==> config.mk <==
export PLATFORM = sky130hd
export DESIGN_NAME = addsub_rs_flat
export DESIGN_NICKNAME = d
export VERILOG_FILES = /design/src/rtl/addsub_rs_pkg.sv /design/src/rtl/addsub_rs_if.sv /design/src/rtl/addsub_rs_entry.sv /design/src/rtl/addsub_rs.sv /design/src/flat_wrapper.sv
export SDC_FILE = /design/constraint.sdc
export NUM_CORES = 1
export LEC_CHECK = 0
export CAP_MARGIN = 10
export CORE_MARGIN = 3
export CORE_UTILIZATION = 55
export CTS_CLUSTER_SIZE = 8
export DETAILED_ROUTE_END_ITERATION = 16
export PLACE_DENSITY = 0.88
export SLEW_MARGIN = 10
export SYNTH_ARGS = -nofsm -noshare
export SYNTH_HDL_FRONTEND = slang
export SYNTH_SLANG_ARGS = --single-unit
==> constraint.sdc <==
create_clock -name clk -period 2.8 [get_ports clk]
set_input_delay 0.56 -clock clk [delete_from_list [all_inputs] [get_ports clk]]
set_output_delay 0.56 -clock clk [all_outputs]
set_load 0.01 [all_outputs]
==> src/rtl/addsub_rs_pkg.sv <==
// Shared types and constants for the add/sub reservation station.
package addsub_rs_pkg;

  localparam int unsigned DATA_W   = 32;
  localparam int unsigned TAG_NONE = 0;

  localparam logic [1:0] ALUAdd = 2'd0;
  localparam logic [1:0] ALUSub = 2'd1;

  typedef enum logic [1:0] {
    sFree = 2'd0,
    sWait = 2'd1,
    sExec = 2'd2
  } rs_state_e;

endpackage

==> src/rtl/addsub_rs_if.sv <==
// Issue, CDB and dispatch signals between the core and the add/sub reservation station.
interface addsub_rs_if
  import addsub_rs_pkg::*;
#(
  parameter int unsigned TAG_W = 4,
  parameter int unsigned OP_W  = 2
) ();

  logic              issueEN;
  logic [OP_W-1:0]   issueOp;
  logic [TAG_W-1:0]  issueQj;
  logic [DATA_W-1:0] issueVj;
  logic [TAG_W-1:0]  issueQk;
  logic [DATA_W-1:0] issueVk;
  logic              issueFull;
  logic [TAG_W-1:0]  issueTag;

  logic              cdbValid;
  logic [TAG_W-1:0]  cdbTag;
  logic [DATA_W-1:0] cdbData;

  logic              aluAvailable;
  logic              dispatchEN;
  logic [OP_W-1:0]   dispatchOp;
  logic [DATA_W-1:0] dispatchData1;
  logic [DATA_W-1:0] dispatchData2;
  logic [TAG_W-1:0]  dispatchTag;

  modport slave (
    input  issueEN, issueOp, issueQj, issueVj, issueQk, issueVk,
    input  cdbValid, cdbTag, cdbData, aluAvailable,
    output issueFull, issueTag,
    output dispatchEN, dispatchOp, dispatchData1, dispatchData2, dispatchTag
  );

  modport master (
    output issueEN, issueOp, issueQj, issueVj, issueQk, issueVk,
    output cdbValid, cdbTag, cdbData, aluAvailable,
    input  issueFull, issueTag,
    input  dispatchEN, dispatchOp, dispatchData1, dispatchData2, dispatchTag
  );

endinterface

==> src/rtl/addsub_rs_entry.sv <==
// One reservation-station entry: FREE/WAIT/EXEC lifecycle, operand capture and CDB snooping.
module addsub_rs_entry
  import addsub_rs_pkg::*;
#(
  parameter int unsigned      TAG_W  = 4,
  parameter int unsigned      OP_W   = 2,
  parameter logic [TAG_W-1:0] MY_TAG = '0
) (
  input  logic              clk,
  input  logic              nRST,
  input  logic              alloc,
  input  logic [OP_W-1:0]   issue_op,
  input  logic [TAG_W-1:0]  issue_qj,
  input  logic [DATA_W-1:0] issue_vj,
  input  logic [TAG_W-1:0]  issue_qk,
  input  logic [DATA_W-1:0] issue_vk,
  input  logic              cdb_valid,
  input  logic [TAG_W-1:0]  cdb_tag,
  input  logic [DATA_W-1:0] cdb_data,
  input  logic              dispatch_sel,
  output logic              ready,
  output logic              free,
  output logic [TAG_W-1:0]  tag,
  output logic [OP_W-1:0]   op,
  output logic [DATA_W-1:0] vj,
  output logic [DATA_W-1:0] vk
);

  rs_state_e         state_q, state_d;
  logic [OP_W-1:0]   op_q, op_d;
  logic [TAG_W-1:0]  qj_q, qj_d, qk_q, qk_d;
  logic [DATA_W-1:0] vj_q, vj_d, vk_q, vk_d;

  logic issue_hit_j, issue_hit_k, wake_j, wake_k, own_hit;

  // Tag 0 never matches: it marks an operand that already holds its value.
  assign issue_hit_j = cdb_valid && (issue_qj != TAG_W'(TAG_NONE)) && (cdb_tag == issue_qj);
  assign issue_hit_k = cdb_valid && (issue_qk != TAG_W'(TAG_NONE)) && (cdb_tag == issue_qk);
  assign wake_j      = cdb_valid && (qj_q != TAG_W'(TAG_NONE)) && (cdb_tag == qj_q);
  assign wake_k      = cdb_valid && (qk_q != TAG_W'(TAG_NONE)) && (cdb_tag == qk_q);
  assign own_hit     = cdb_valid && (cdb_tag == MY_TAG);

  always_comb begin
    state_d = state_q;
    op_d    = op_q;
    qj_d    = qj_q;
    vj_d    = vj_q;
    qk_d    = qk_q;
    vk_d    = vk_q;
    case (state_q)
      sFree: begin
        if (alloc) begin
          state_d = sWait;
          op_d    = issue_op;
          qj_d    = issue_hit_j ? TAG_W'(TAG_NONE) : issue_qj;
          vj_d    = issue_hit_j ? cdb_data : issue_vj;
          qk_d    = issue_hit_k ? TAG_W'(TAG_NONE) : issue_qk;
          vk_d    = issue_hit_k ? cdb_data : issue_vk;
        end
      end
      sWait: begin
        if (wake_j) begin
          qj_d = TAG_W'(TAG_NONE);
          vj_d = cdb_data;
        end
        if (wake_k) begin
          qk_d = TAG_W'(TAG_NONE);
          vk_d = cdb_data;
        end
        if (dispatch_sel) state_d = sExec;
      end
      sExec: begin
        if (own_hit) state_d = sFree;
      end
      default: state_d = sFree;
    endcase
  end

  always_ff @(posedge clk or negedge nRST) begin
    if (!nRST) begin
      state_q <= sFree;
      op_q    <= '0;
      qj_q    <= '0;
      vj_q    <= '0;
      qk_q    <= '0;
      vk_q    <= '0;
    end else begin
      state_q <= state_d;
      op_q    <= op_d;
      qj_q    <= qj_d;
      vj_q    <= vj_d;
      qk_q    <= qk_d;
      vk_q    <= vk_d;
    end
  end

  assign ready = (state_q == sWait) && (qj_q == TAG_W'(TAG_NONE)) && (qk_q == TAG_W'(TAG_NONE));
  assign free  = (state_q == sFree);
  assign tag   = MY_TAG;
  assign op    = op_q;
  assign vj    = vj_q;
  assign vk    = vk_q;

endmodule

==> src/rtl/addsub_rs.sv <==
// Add/sub reservation station: entry array plus lowest-index allocate and dispatch selection.
module addsub_rs
  import addsub_rs_pkg::*;
#(
  parameter int unsigned ENTRIES  = 3,
  parameter int unsigned TAG_W    = 4,
  parameter int unsigned BASE_TAG = 1,
  parameter int unsigned OP_W     = 2
) (
  input  logic        clk,
  input  logic        nRST,
  addsub_rs_if.slave  rs
);

  localparam int unsigned IDX_W = (ENTRIES > 1) ? $clog2(ENTRIES) : 1;

  logic [ENTRIES-1:0] free_vec, ready_vec, alloc_vec, sel_vec;
  logic [TAG_W-1:0]   tag_arr [ENTRIES];
  logic [OP_W-1:0]    op_arr  [ENTRIES];
  logic [DATA_W-1:0]  vj_arr  [ENTRIES];
  logic [DATA_W-1:0]  vk_arr  [ENTRIES];

  logic [IDX_W-1:0] alloc_idx, disp_idx;
  logic             any_free, any_ready, accept, disp_en;

  for (genvar g = 0; g < ENTRIES; g++) begin : g_entry
    addsub_rs_entry #(
      .TAG_W  (TAG_W),
      .OP_W   (OP_W),
      .MY_TAG (TAG_W'(BASE_TAG + g))
    ) u_entry (
      .clk          (clk),
      .nRST         (nRST),
      .alloc        (alloc_vec[g]),
      .issue_op     (rs.issueOp),
      .issue_qj     (rs.issueQj),
      .issue_vj     (rs.issueVj),
      .issue_qk     (rs.issueQk),
      .issue_vk     (rs.issueVk),
      .cdb_valid    (rs.cdbValid),
      .cdb_tag      (rs.cdbTag),
      .cdb_data     (rs.cdbData),
      .dispatch_sel (sel_vec[g]),
      .ready        (ready_vec[g]),
      .free         (free_vec[g]),
      .tag          (tag_arr[g]),
      .op           (op_arr[g]),
      .vj           (vj_arr[g]),
      .vk           (vk_arr[g])
    );
  end

  // Lowest-index free and ready entries; both look only at registered entry state.
  always_comb begin
    alloc_idx = '0;
    any_free  = 1'b0;
    disp_idx  = '0;
    any_ready = 1'b0;
    for (int i = ENTRIES - 1; i >= 0; i--) begin
      if (free_vec[i]) begin
        alloc_idx = IDX_W'(i);
        any_free  = 1'b1;
      end
      if (ready_vec[i]) begin
        disp_idx  = IDX_W'(i);
        any_ready = 1'b1;
      end
    end
  end

  assign accept  = rs.issueEN && any_free;
  assign disp_en = rs.aluAvailable && any_ready;

  always_comb begin
    alloc_vec = '0;
    sel_vec   = '0;
    for (int i = 0; i < ENTRIES; i++) begin
      alloc_vec[i] = accept  && (alloc_idx == IDX_W'(i));
      sel_vec[i]   = disp_en && (disp_idx == IDX_W'(i));
    end
  end

  assign rs.issueFull     = !any_free;
  assign rs.issueTag      = any_free ? (TAG_W'(BASE_TAG) + TAG_W'(alloc_idx)) : '0;
  assign rs.dispatchEN    = disp_en;
  assign rs.dispatchOp    = disp_en ? op_arr[disp_idx]  : '0;
  assign rs.dispatchData1 = disp_en ? vj_arr[disp_idx]  : '0;
  assign rs.dispatchData2 = disp_en ? vk_arr[disp_idx]  : '0;
  assign rs.dispatchTag   = disp_en ? tag_arr[disp_idx] : '0;

endmodule

==> src/flat_wrapper.sv <==
// flat-port wrapper written by rule: the top's interface ports become plain ports
module addsub_rs_flat import addsub_rs_pkg::*;
#(
  parameter int unsigned ENTRIES  = 3,
  parameter int unsigned TAG_W    = 4,
  parameter int unsigned BASE_TAG = 1,
  parameter int unsigned OP_W     = 2
)
  (clk, nRST, rs_issueEN, rs_issueOp, rs_issueQj, rs_issueVj, rs_issueQk, rs_issueVk, rs_cdbValid, rs_cdbTag, rs_cdbData, rs_aluAvailable, rs_issueFull, rs_issueTag, rs_dispatchEN, rs_dispatchOp, rs_dispatchData1, rs_dispatchData2, rs_dispatchTag);
  addsub_rs_if #(.TAG_W(TAG_W), .OP_W(OP_W)) rs_i ();
  input  logic clk;
  input  logic nRST;
  input wire logic [$bits(rs_i.issueEN)-1:0] rs_issueEN;
  input wire logic [$bits(rs_i.issueOp)-1:0] rs_issueOp;
  input wire logic [$bits(rs_i.issueQj)-1:0] rs_issueQj;
  input wire logic [$bits(rs_i.issueVj)-1:0] rs_issueVj;
  input wire logic [$bits(rs_i.issueQk)-1:0] rs_issueQk;
  input wire logic [$bits(rs_i.issueVk)-1:0] rs_issueVk;
  input wire logic [$bits(rs_i.cdbValid)-1:0] rs_cdbValid;
  input wire logic [$bits(rs_i.cdbTag)-1:0] rs_cdbTag;
  input wire logic [$bits(rs_i.cdbData)-1:0] rs_cdbData;
  input wire logic [$bits(rs_i.aluAvailable)-1:0] rs_aluAvailable;
  output wire logic [$bits(rs_i.issueFull)-1:0] rs_issueFull;
  output wire logic [$bits(rs_i.issueTag)-1:0] rs_issueTag;
  output wire logic [$bits(rs_i.dispatchEN)-1:0] rs_dispatchEN;
  output wire logic [$bits(rs_i.dispatchOp)-1:0] rs_dispatchOp;
  output wire logic [$bits(rs_i.dispatchData1)-1:0] rs_dispatchData1;
  output wire logic [$bits(rs_i.dispatchData2)-1:0] rs_dispatchData2;
  output wire logic [$bits(rs_i.dispatchTag)-1:0] rs_dispatchTag;
  assign rs_i.issueEN = rs_issueEN;
  assign rs_i.issueOp = rs_issueOp;
  assign rs_i.issueQj = rs_issueQj;
  assign rs_i.issueVj = rs_issueVj;
  assign rs_i.issueQk = rs_issueQk;
  assign rs_i.issueVk = rs_issueVk;
  assign rs_i.cdbValid = rs_cdbValid;
  assign rs_i.cdbTag = rs_cdbTag;
  assign rs_i.cdbData = rs_cdbData;
  assign rs_i.aluAvailable = rs_aluAvailable;
  assign rs_issueFull = rs_i.issueFull;
  assign rs_issueTag = rs_i.issueTag;
  assign rs_dispatchEN = rs_i.dispatchEN;
  assign rs_dispatchOp = rs_i.dispatchOp;
  assign rs_dispatchData1 = rs_i.dispatchData1;
  assign rs_dispatchData2 = rs_i.dispatchData2;
  assign rs_dispatchTag = rs_i.dispatchTag;
  addsub_rs #(.ENTRIES(ENTRIES), .TAG_W(TAG_W), .BASE_TAG(BASE_TAG), .OP_W(OP_W)) u_core (.clk(clk), .nRST(nRST), .rs(rs_i));
endmodule
* Word-level counts from Yosys, hierarchy flattened *
Cells that the tools add are included.

operators by class
  $add $sub $neg = 1
  magnitude comparators = 1
  equality and inequality tests = 36
  muxes and demuxes = 81
  bitwise operators = 1
  reductions and logical operators = 68

operators by type and width
  kind                 count
  $mux 32              20
  $pmux 32 s2          6
  $bmux 32 s2          2
  $mux 4               18
  $pmux 4 s2           6
  $mux 2               18
  $logic_and 1x1->1    33
  $eq 4x4->1           8
  $reduce_bool 4->1    8
  $ne 2x2->1 const B   15
  $reduce_and 3->1     9
  $logic_not 4->1      6
  $pmux 2 s3           3
  $eq 2x1->1 const B   5
  $eq 2x2->1 const B   5
  $logic_not 2->1      5
  $bmux 4 s2           1
  $eq 4x2->1 const B   2
  $mux 1               6
  $reduce_and 2->1     3
  $reduce_bool 2->1    3
  $bmux 2 s2           1
  $eq 4x1->1 const B   1
  $add 1x2->3 const A  1
  3 further kinds      3

storage, ports and cells
  register bits = 228
  output and inout bits = 76

* Depth between registers and ports, before layout *
  depth in word-level cells = 11
  depth in mapped cells = 10
  depth with buffers taken out = 8

* By module *
A second synthesis with hierarchy kept.

unflattened totals
  cells, all modules = 2193
  area total of the unflattened synthesis = 19456.2 um^2

modules (own cells, without submodules)
  module                                        instances  cells an instance  area each (um^2)  seq. area each (um^2)
  addsub_rs_entry at u_core.g_entry[1].u_entry  1          615                5753.0            1901.8
  addsub_rs_entry at u_core.g_entry[0].u_entry  1          615                5743.0            1901.8
  addsub_rs_entry at u_core.g_entry[2].u_entry  1          615                5739.3            1901.8
  addsub_rs                                     1          348                2220.9            0.0

* Worst setup path after synthesis *
OpenSTA, ideal clock, no wires.

  path kind = reg2out
  start point = register u_core.g_entry[0].u_entry.qj_q[1]
  end point = output port rs_dispatchData1[17]
  arrival = 2179 ps
  required time = 2240 ps
  path slack = 61 ps
  cell stages (with the launch flop) = 7
  cells stage by stage = dfrtp_1 or4_4 or4_4 o21ai_2 buf_2 a22oi_1 a21oi_1

on the way
  longest elaborated chain between the ends = 9
  elaborated cells between the ends (all ways) = 11
  classes of those cells = 6 x mux; 1 x bitwise; 4 x reduce/logical

RTL lines
  element                                     line                   source
  start, declared                             addsub_rs_entry.sv:31  logic [TAG_W-1:0] qj_q, qj_d, qk_q, qk_d;
  start signal, assigned                      addsub_rs_entry.sv:90  qj_q <= qj_d;
  $logic_not 4->1 (*)                         addsub_rs_entry.sv:97  assign ready = (state_q == sWait) && (qj_q == TAG_W'(TAG_NONE)) && (qk_q == TAG_W'(TAG_NONE));
  $logic_and 1x1->1 (*) (2 in a row)          addsub_rs_entry.sv:97
  $mux 2                                      addsub_rs.sv:64        if (ready_vec[i]) begin
  $not 2->3 (implied by the code)             addsub_rs.sv:87        assign rs.dispatchData1 = disp_en ? vj_arr[disp_idx] : '0;
  $bmux 32 s2                                 addsub_rs.sv:87
  $mux 32 (implied by the code) (2 in a row)  addsub_rs.sv:87
  $mux 32 (*)                                 addsub_rs.sv:87
  end, declared                               flat_wrapper.sv:27     output wire logic [$bits(rs_i.dispatchData1)-1:0] rs_dispatchData1;

Mark *: on every way between the ends. The rest lies on a longest branch, timed or not. The select of a mux whose other input is x is not followed.

* Worst setup path in the final report *
  start point = register u_core.g_entry[2].u_entry.qk_q[0]
  end point = output port rs_dispatchData2[5]

on the way
  longest elaborated chain between the ends = 10
  elaborated cells between the ends (all ways) = 14
  classes of those cells = 10 x mux; 1 x bitwise; 3 x reduce/logical

RTL lines
  element                                     line                   source
  start, declared                             addsub_rs_entry.sv:31
  start signal, assigned                      addsub_rs_entry.sv:92  qk_q <= qk_d;
  $logic_not 4->1 (*)                         addsub_rs_entry.sv:97
  $logic_and 1x1->1 (*)                       addsub_rs_entry.sv:97
  $mux 2 (3 in a row)                         addsub_rs.sv:64
  $not 2->3 (implied by the code)             addsub_rs.sv:88        assign rs.dispatchData2 = disp_en ? vk_arr[disp_idx] : '0;
  $bmux 32 s2                                 addsub_rs.sv:88
  $mux 32 (implied by the code) (2 in a row)  addsub_rs.sv:88
  $mux 32 (*)                                 addsub_rs.sv:88
  end, declared                               flat_wrapper.sv:28     output wire logic [$bits(rs_i.dispatchData2)-1:0] rs_dispatchData2;

Marks and branches as above.

==> flow_summary.toml <==
[worst_setup_path]
register_to_register_setup_slack_ns = 0.34
worst_r2r_startpoint = "u_core.g_entry[0].u_entry.state_q[0]$_DFFE_PN0P_"
cp_data_required_time_ns = 2.24
timing.critical_path.arrival_ns = 3.01
regToRegEndpoint = "u_core.g_entry[2].u_entry.vj[23]$_DFFE_PN0P_"
worstRegToRegCells = 10
timing.critical_path.from_type = "register"
critical_path.endpoint_type = "output pin"
path_max_fanout = 5
worstSetupPathType = "reg -> out"

[route]
detail_route.first_pass.iterations = 6
routed_wl_um = 50500
first_iter_violations = 1826
vias = 12665
post_drt_wl_per_cell_um = 27.4
route.antenna.remaining_nets = 0
vias_per_cell = 6.88
drt_drc_violations_left = 0

[placement]
routabilityCongestion = 0.981
dp_hpwl_um = 28900
inst_count_dp = 1745
io_buffers = 187

[floorplanning]
floorplan.core_area_sq_um = 22100
row_count = 54
dieHeight_um = 157
boundaryPins = 191
dieArea_sq_um = 24700
floorplan.initialDensity_pct = 56.8
chipWidth_um = 157

[yosys]
syn_avg_cell_area_sq_um = 10.2
synth.cell_area_sq_um = 12500
seq_area_frac_synth_pct = 45.5
ys.flop_type = "sky130_fd_sc_hd__dfrtp_1"
synth_seq_cells = 228
postSynthCellCount = 1224
yosys.cell_types.count = 58
async_flop_share_pct = 100
count_of_warnings_emitted_by_yosys = 0
synth_enable_flop_cells = 0

[timing]
worst_pin_slew_ns = 0.634
drv_slew = 0
timing.final.setup_violations = 69
final.period_utilization_pct = 128
grt_setup_unrepaired = "yes"
timing.clock.skew_ns = 0.0132
fmax_mhz = 280
slew-limit-headroom_pct = 57.7
post-route-min-period_ns = 3.57
timing.final.hold_violations = 0
worst_slack_ns = -0.775

[grt]
overflow = 0
antenna_found_initial = 2
maximum_number_of_pins_on_one_net_before_global_route_repair = 82
grt_pass1_vias = 13100
grt.total_usage_pct = 39.3
grt_first_pass_wirelength_um = 74600

[finish]
finish.net_count = 1675
area_growth_syn_to_layout_pct = 43.7
fin_cells = 1840
total_of_fill_cells_in_the_finished_design = 1056
drive_above_1_share_pct = 35.9

[status]
failed_checks = "setup timing"
outcome = "complete, but fails checks"

[power]
fin_total_pwr_mw = 20.5
power.density_cell_area_nw_per_um2 = 1140
peakVddDrop_mv = 0.693
total_leakage_power_nw = 8.26

[clocking]
tritoncts_num_sinks = 228
cts-hold-fix-buffers = 0
cts_max_path_buffers = 3
worst_skew_pair.late_latency_ns = 0.51
cts.root.buffer_cell = "sky130_fd_sc_hd__clkbuf_16"
tritoncts_clock_tree = "yes"
numCtsBuffers = 34
worst_setup_hold_path_clk_slew_ns = 0.05
htree_num_levels = 2

[worst_hold_path]
holdCritPathClass = "in -> async"

[flow_run]
timing.max_cap.violations = 0
[critical path, stage by stage (launching register included)]
cell	delay (ns)
sky130_fd_sc_hd__dfrtp_1	0.39
sky130_fd_sc_hd__or4_4	0.56
sky130_fd_sc_hd__or4_4	0.54
sky130_fd_sc_hd__nor3_4	0.22
sky130_fd_sc_hd__buf_6	0.14
sky130_fd_sc_hd__buf_6	0.13
sky130_fd_sc_hd__buf_12	0.15
sky130_fd_sc_hd__nand2_4	0.06
sky130_fd_sc_hd__a21oi_2	0.16
sky130_fd_sc_hd__buf_2	0.15
[logic make-up after synthesis]
group	after synthesis	synth area share, %
AOI/OAI and AO/OA	277	15.9
and+or+nand+nor	361	12.6
other	1	0.0299
buffers and inverters	99	3.71
adders and majority gates	3	0.299
xor gates and xnor gates	27	1.89
muxes	228	20.1
DFF	228	45.5
[flip-flops by register name, indices dropped and copies added (netlist names)]
signal / flops
u_core.g_entry.u_entry.qk_q: 12
u_core.g_entry.u_entry.qj_q: 12
u_core.g_entry.u_entry.vj: 96
u_core.g_entry.u_entry.op: 6
u_core.g_entry.u_entry.state_q: 6
u_core.g_entry.u_entry.vk: 96
[cells in the final DEF (no fill, tap or decap), types with 33 or more instances in the layout]
| cell type | Yosys | routed |
|---|---|---|
| sky130_fd_sc_hd__a21oi_1 | 65 | 33 |
| sky130_fd_sc_hd__a31oi_1 | 69 | 64 |
| sky130_fd_sc_hd__buf_12 | 0 | 39 |
| sky130_fd_sc_hd__buf_2 | 42 | 57 |
| sky130_fd_sc_hd__buf_4 | 5 | 115 |
| sky130_fd_sc_hd__buf_6 | 3 | 39 |
| sky130_fd_sc_hd__clkbuf_16 | 0 | 34 |
| sky130_fd_sc_hd__clkdlybuf4s50_1 | 0 | 115 |
| sky130_fd_sc_hd__dfrtp_1 | 228 | 228 |
| sky130_fd_sc_hd__mux2_1 | 80 | 80 |
| sky130_fd_sc_hd__mux2_2 | 112 | 112 |
| sky130_fd_sc_hd__mux2i_1 | 36 | 36 |
| sky130_fd_sc_hd__nand2_1 | 193 | 168 |
| sky130_fd_sc_hd__nor2_1 | 114 | 108 |
[synth_stat cells (all sizes together), types with 2 or more instances]
master     n  area share [%]
a21oi     67             2.7
mux2i     36             2.9
nor2b      7            0.35
or4        6            0.54
o31ai      4            0.28
buf       56             2.4
o22ai      2            0.10
o41ai      3            0.21
o21ai      8            0.35
xor2      20             1.4
o21bai     2            0.12
a31oi     69             3.4
nand2b     4            0.20
nand3     10            0.44
nor2     116             3.6
mux2     192              17
nor3       6            0.42
nand2    193             5.8
or3        3            0.15
inv       11            0.33
ha         3            0.30
nand4      2            0.10
a22oi     32             1.9
a211oi     5            0.34
and3       3            0.15
a22o      30             2.7
o2bb2ai    4            0.28
xnor2      7            0.49
clkbuf    32            0.96
a21o      30             1.8
dfrtp    228              45
nor4       8            0.74
a32o      18             1.4
[metal layers]
layer  track usage, %  part of all wire (%)
met1             47.6                    35
met2             63.1                    47
met3             9.27                    11
met4             25.2                   7.6
met5                0                 0.050
[per-stage QoR]
| step | hold slack [ns] | instance area, sq um | setup WS [ns] | util, % | setup TNS (ns) |
|---|---|---|---|---|---|
| 2_1_floorplan | 0.264 | 12600 | 0.0614 | - | 0 |
| 3_3_place_gp | 0.459 | 16000 | -0.547 | 72.6 | -30.61 |
| 3_5_place_dp | 0.466 | 16000 | -0.560 | 72.6 | -35.40 |
| 4_1_cts | 0.0705 | 17600 | -0.735 | 79.8 | -44.13 |
| 5_1_grt | 0.0887 | 18000 | -0.821 | 81.6 | -49.59 |
| 6_report | 0.0457 | 18000 | -0.775 | 81.6 | -46.28 |
[layout make-up]
type	count	area [sq um]	area share, %
clock inverters	4	63.8	0.354
well taps	280	350	1.94
diodes	1	2.50	0.0139
clock buffers	34	851	4.72
flip-flops and latches	228	5710	31.7
repair buffers	383	3850	21.4
inverters	11	41.3	0.229
multi-input cells	899	7160	39.7
[where the power goes]
| group | switching (mW) | total [mW] | internal (mW) |
|---|---|---|---|
| Combinational | 5.46 | 10.4 | 4.98 |
| Sequential | 1.34 | 6.30 | 4.97 |
| Clock | 1.48 | 3.72 | 2.24 |
[worst max-delay path by stage]
stage                                                       start                    to  slack, ns
CTS                 u_core.g_entry[0].u_entry.qj_q[2]$_DFFE_PN0P_   rs_dispatchData1[7]      -0.73
global placement    u_core.g_entry[2].u_entry.qk_q[0]$_DFFE_PN0P_   rs_dispatchData1[6]      -0.55
finish              u_core.g_entry[2].u_entry.qk_q[0]$_DFFE_PN0P_   rs_dispatchData2[5]      -0.77
global route        u_core.g_entry[2].u_entry.qk_q[0]$_DFFE_PN0P_   rs_dispatchData2[5]      -0.82
floorplan           u_core.g_entry[0].u_entry.qj_q[1]$_DFFE_PN0P_  rs_dispatchData1[17]       0.06
detailed placement  u_core.g_entry[2].u_entry.qk_q[0]$_DFFE_PN0P_  rs_dispatchData2[16]      -0.56
[repair_timing]
action	in CTS	in global routing
cloned	8	0
gates resized for setup	366	118
setup buffers	45	12
pin swaps	72	79
setup endpoints to repair	71	70
No activity file was read; power rests on OpenSTA's default activity.
